`config.mk`:
```
export PLATFORM = sky130hd
export DESIGN_NAME = seg7_scan_driver
export DESIGN_NICKNAME = d
export VERILOG_FILES = /design/src/rtl/seg7_scan_driver.sv
export SDC_FILE = /design/constraint.sdc
export NUM_CORES = 1
export LEC_CHECK = 0
export CAP_MARGIN = 15
export CORE_UTILIZATION = 45
export DETAILED_ROUTE_END_ITERATION = 8
export GPL_ROUTABILITY_DRIVEN = 1
export PLACE_DENSITY = 0.76
export REMOVE_ABC_BUFFERS = 1
export SYNTH_ARGS = -nofsm -noshare
export SYNTH_HDL_FRONTEND = slang
export SYNTH_SLANG_ARGS = --single-unit
```
`constraint.sdc`:
```
create_clock -name clk -period 2.19 [get_ports clk]
set_input_delay 0.219 -clock clk [delete_from_list [all_inputs] [get_ports clk]]
set_output_delay 0.219 -clock clk [all_outputs]
set_load 0.005 [all_outputs]
```
`src/rtl/seg7_scan_driver.sv`:
```
// seg7_scan_driver: multiplexed seven-segment scanner with per-slot anti-ghosting blank interval
module seg7_scan_driver #(
    parameter int DIGITS           = 4,
    parameter int SCAN_DIV         = 100000,
    parameter int BLANK_CYCLES     = 1000,
    parameter bit ANODE_ACTIVE_LOW = 1,
    parameter bit SEG_ACTIVE_LOW   = 1,
    localparam int AW = DIGITS > 1 ? $clog2(DIGITS) : 1
) (
    input  logic              clk,
    input  logic              reset,
    input  logic              wr_en,
    input  logic [AW-1:0]     wr_addr,
    input  logic              wr_raw,
    input  logic [7:0]        wr_data,
    output logic [DIGITS-1:0] ano,
    output logic [7:0]        BCDs,
    output logic              frame_tick
);
    localparam int CW = $clog2(SCAN_DIV);
    logic [7:0]    regs [DIGITS];
    logic [CW-1:0] cnt;
    logic [AW-1:0] ptr;
    logic [6:0]    hex;
    logic [7:0]    wval;
    logic          blank, slot_end, last;
    always_comb begin
        case (wr_data[3:0])
            4'h0: hex = 7'h3F;
            4'h1: hex = 7'h06;
            4'h2: hex = 7'h5B;
            4'h3: hex = 7'h4F;
            4'h4: hex = 7'h66;
            4'h5: hex = 7'h6D;
            4'h6: hex = 7'h7D;
            4'h7: hex = 7'h07;
            4'h8: hex = 7'h7F;
            4'h9: hex = 7'h6F;
            4'hA: hex = 7'h77;
            4'hB: hex = 7'h7C;
            4'hC: hex = 7'h39;
            4'hD: hex = 7'h5E;
            4'hE: hex = 7'h79;
            default: hex = 7'h71;
        endcase
        wval     = wr_raw ? wr_data : {wr_data[4], hex};
        blank    = 32'(cnt) < BLANK_CYCLES;
        slot_end = 32'(cnt) == SCAN_DIV - 1;
        last     = 32'(ptr) == DIGITS - 1;
    end
    always_ff @(posedge clk) begin
        if (reset) begin
            cnt        <= '0;
            ptr        <= '0;
            for (int i = 0; i < DIGITS; i++) regs[i] <= '0;
            ano        <= {DIGITS{ANODE_ACTIVE_LOW}};
            BCDs       <= {8{SEG_ACTIVE_LOW}};
            frame_tick <= 1'b0;
        end else begin
            cnt        <= slot_end ? '0 : cnt + 1'b1;
            if (slot_end) ptr <= last ? '0 : ptr + 1'b1;
            if (wr_en && 32'(wr_addr) < DIGITS) regs[wr_addr] <= wval;
            ano        <= (blank ? '0 : DIGITS'(1) << ptr) ^ {DIGITS{ANODE_ACTIVE_LOW}};
            BCDs       <= (blank ? 8'h00 : regs[ptr]) ^ {8{SEG_ACTIVE_LOW}};
            frame_tick <= slot_end && last;
        end
    end
endmodule

```
==> impl_results.md <==
- Slew Limit Fails: 0
- Adder-cell share of the synthesized area: between 4 and 5%
- EDFF count, synth: 32
- Synth-to-Final Area Change: 17.7%
- Syn Std Cell Area: 0.00298 mm^2
- H-tree depth: 3
- Final core occ: 54.9%
- Die width: 83.4 um
- Synth Area in Compound Gates: 5.16%
- Nature of the critical path endpoint: flip-flop
- Tightest Pin Transition: 562 ps
- Reg clk slew, reported paths: 70 ps
- Vias in the first global route: 1,968
- Core area: roughly 0.0064 mm^2
- Period utilization: between 70 and 80%
- Port bufs: 26
- DRT iter0 DRCs: roughly 110
- Number of synthesized register bits: 66
- Die area: 0.00695 mm^2
- Synth top area cells: edfxtp_1, dfxtp_1, nor2_1, mux4_2, ha_1
- CTS tree: built
- Yosys top cell area share: 32.2%
- Ports: 27
- Root Driver: clkbuf_8
- Worst skew pair latency: 340 ps
- Ys Warns: 0
- Layout cells sized above 1: 13.8%
- Post-synthesis sequential area ratio: 55.1%
- Most numerous cell in the Yosys netlist: nor2_1
- Max rail drop VDD: just under 0.0004 V
- Distinct cell type count after synthesis: 41
- Area leader, netlist: edfxtp_1
- Dpl ws: 99.3 ps
- Required @ worst endpoint: 2290 ps
- Max_slew headroom: 62.5%
- Pre-antenna DRT Iters: 4
- Clk sinks: 66
- Synth cell count leaders: nor2_1, dfxtp_1, edfxtp_1
- PostCTS Resize Cnt: 0
- Initial antenna violation count: 0
- Post-Layout Cell Count: 381
- XOR/XNOR Fraction of Synth Area: 3.82%
- Top achievable clock speed: slightly below 600 MHz
- Antenna-violating nets left: 0
- Post-DP Area: ~0.0034 mm^2
- RSZ-0062 raised after global routing: false
- Largest net degree at the start of global routing: 17
- Post-CTS Setup Bufs: 0
- GPL Wtd Cong: 0.861
- Largest family of logic cells by synthesized area: simple AND/OR/NAND/NOR gates
- Final setup viols: 0
- CP Class: in2reg
- Vias per inst: 5.20
- Fin Hold WS: 466 ps
- Effective utilization at floorplan: 46.7%
- All-Layer GR Usage: between 10% and 20%
- Total power: 2.36 mW
- Placed Instances: 365
- CP max FO: 5
- Post-route cell area: 0.00351 mm^2
- Total congestion overflow: 0
- Clock skew: just under 10 ps
- Pleak: between 1 and 1.5 nW
- Simple-Gate Fraction of Synth Area: 19.9%
- Final hold vios: 0
- Asr flop ratio synth: 0%
- Fin crit period: 1730 ps
- Power Density: 674 mW/mm^2
- Wire per inst: 14.1 um
- HP Class: reg2reg
- CTS Hold Bufs: 0
- Setup TNS: 0 ps
- Worst Path Arrival: 1830 ps
- Post-DP HPWL: 3740 um
- Drt drc: 0
- N_diodes: 0
- First-pass GRT wire length: between 9000 and 10,000 um
- Nets: 324
- Max cap viols: 0
- Post-route setup slack: roughly 460 ps
- DR vias: 1,983
- Syn Area/Cell: 11.3 um^2
- Post-synthesis mux area share: 7.72%
- Total Routed Length: 5390 um
- CTS max path bufs: 2
- Mapped Cells: 264
- CP Launch Type: input port
- CTS Buf Count: 9
- Chip height: ~83 um
- Row count: 29
- Most used DFF post-synth: dfxtp_1
- Outcome: complete, no violations
## critical path, stage by stage
cell	delay, ps
clkdlybuf4s50_1	560
inv_1	120
ha_1	320
a21oi_1	80
a211oi_1	260
a211o_1	200
nor2_1	70
## state kept, by name, indices dropped and copies added (netlist names), named ones only
name,count
frame_tick,1
cnt,17
ano,4
ptr,2
regs,32
BCDs,8
## per-layer routing
layer  global-route usage (%)  vias to the layer above  share of wire, %
li1                         -                      992                 -
met1                     21.3                      919                44
met2                     26.7                       59                48
met3                     3.08                       13               4.6
met4                     10.8                        0               2.9
met5                        0                        -                 0
## cell families (layout without fill, tap and decap cells)
| group | Yosys count | count (layout) |
|---|---|---|
| xor+xnor | 13 | 13 |
| mux | 13 | 13 |
| flops | 66 | 66 |
| simple gates | 113 | 113 |
| compound gates | 24 | 24 |
| fa+ha+maj | 11 | 11 |
| buf+inv | 24 | 64 |
## cell usage in the layout, fill, tap and decap left out, types with 5 or more instances in the layout
cell              n
inv_1            10
nand2_1          22
edfxtp_1         32
a21oi_1           9
clkbuf_8          9
mux4_2            8
ha_1             11
clkdlybuf4s50_1  26
dfxtp_1          34
nor2_1           50
nand4_1           6
xor2_1           12
mux2i_1           5
nand2b_1          6
buf_4            12
## path summary, 6_finish.rpt
check                         start                  endpoint  slack (ps)  depth (start not counted)
hold / removal    cnt[0]$_SDFF_PP0_         cnt[0]$_SDFF_PP0_         470                          1
setup reg to reg  cnt[0]$_SDFF_PP0_                 flip-flop         530                          6
setup / recovery         wr_data[0]  regs[0][1]$_SDFFCE_PN0P_         460                          7
hold reg to reg   cnt[0]$_SDFF_PP0_         cnt[0]$_SDFF_PP0_         470                          1
## cell type report
type                       instances  area, um^2
sequential                        66        1640
timing repair buffer              38         350
inverter                          10        37.5
fill                             555        2880
clock buffer                      12         135
tap                               77        96.3
clock inverter                     4        20.0
multi-input combinational        174        1230
## power by group
part,leakage (nW),internal (mW),switching [mW]
logic,0.665,0.0760,0.0926
clock network,0.0839,0.404,0.432
registers,0.586,1.34,0.0144
total,1.33,1.82,0.539
(Power assumes the default switching activity.)
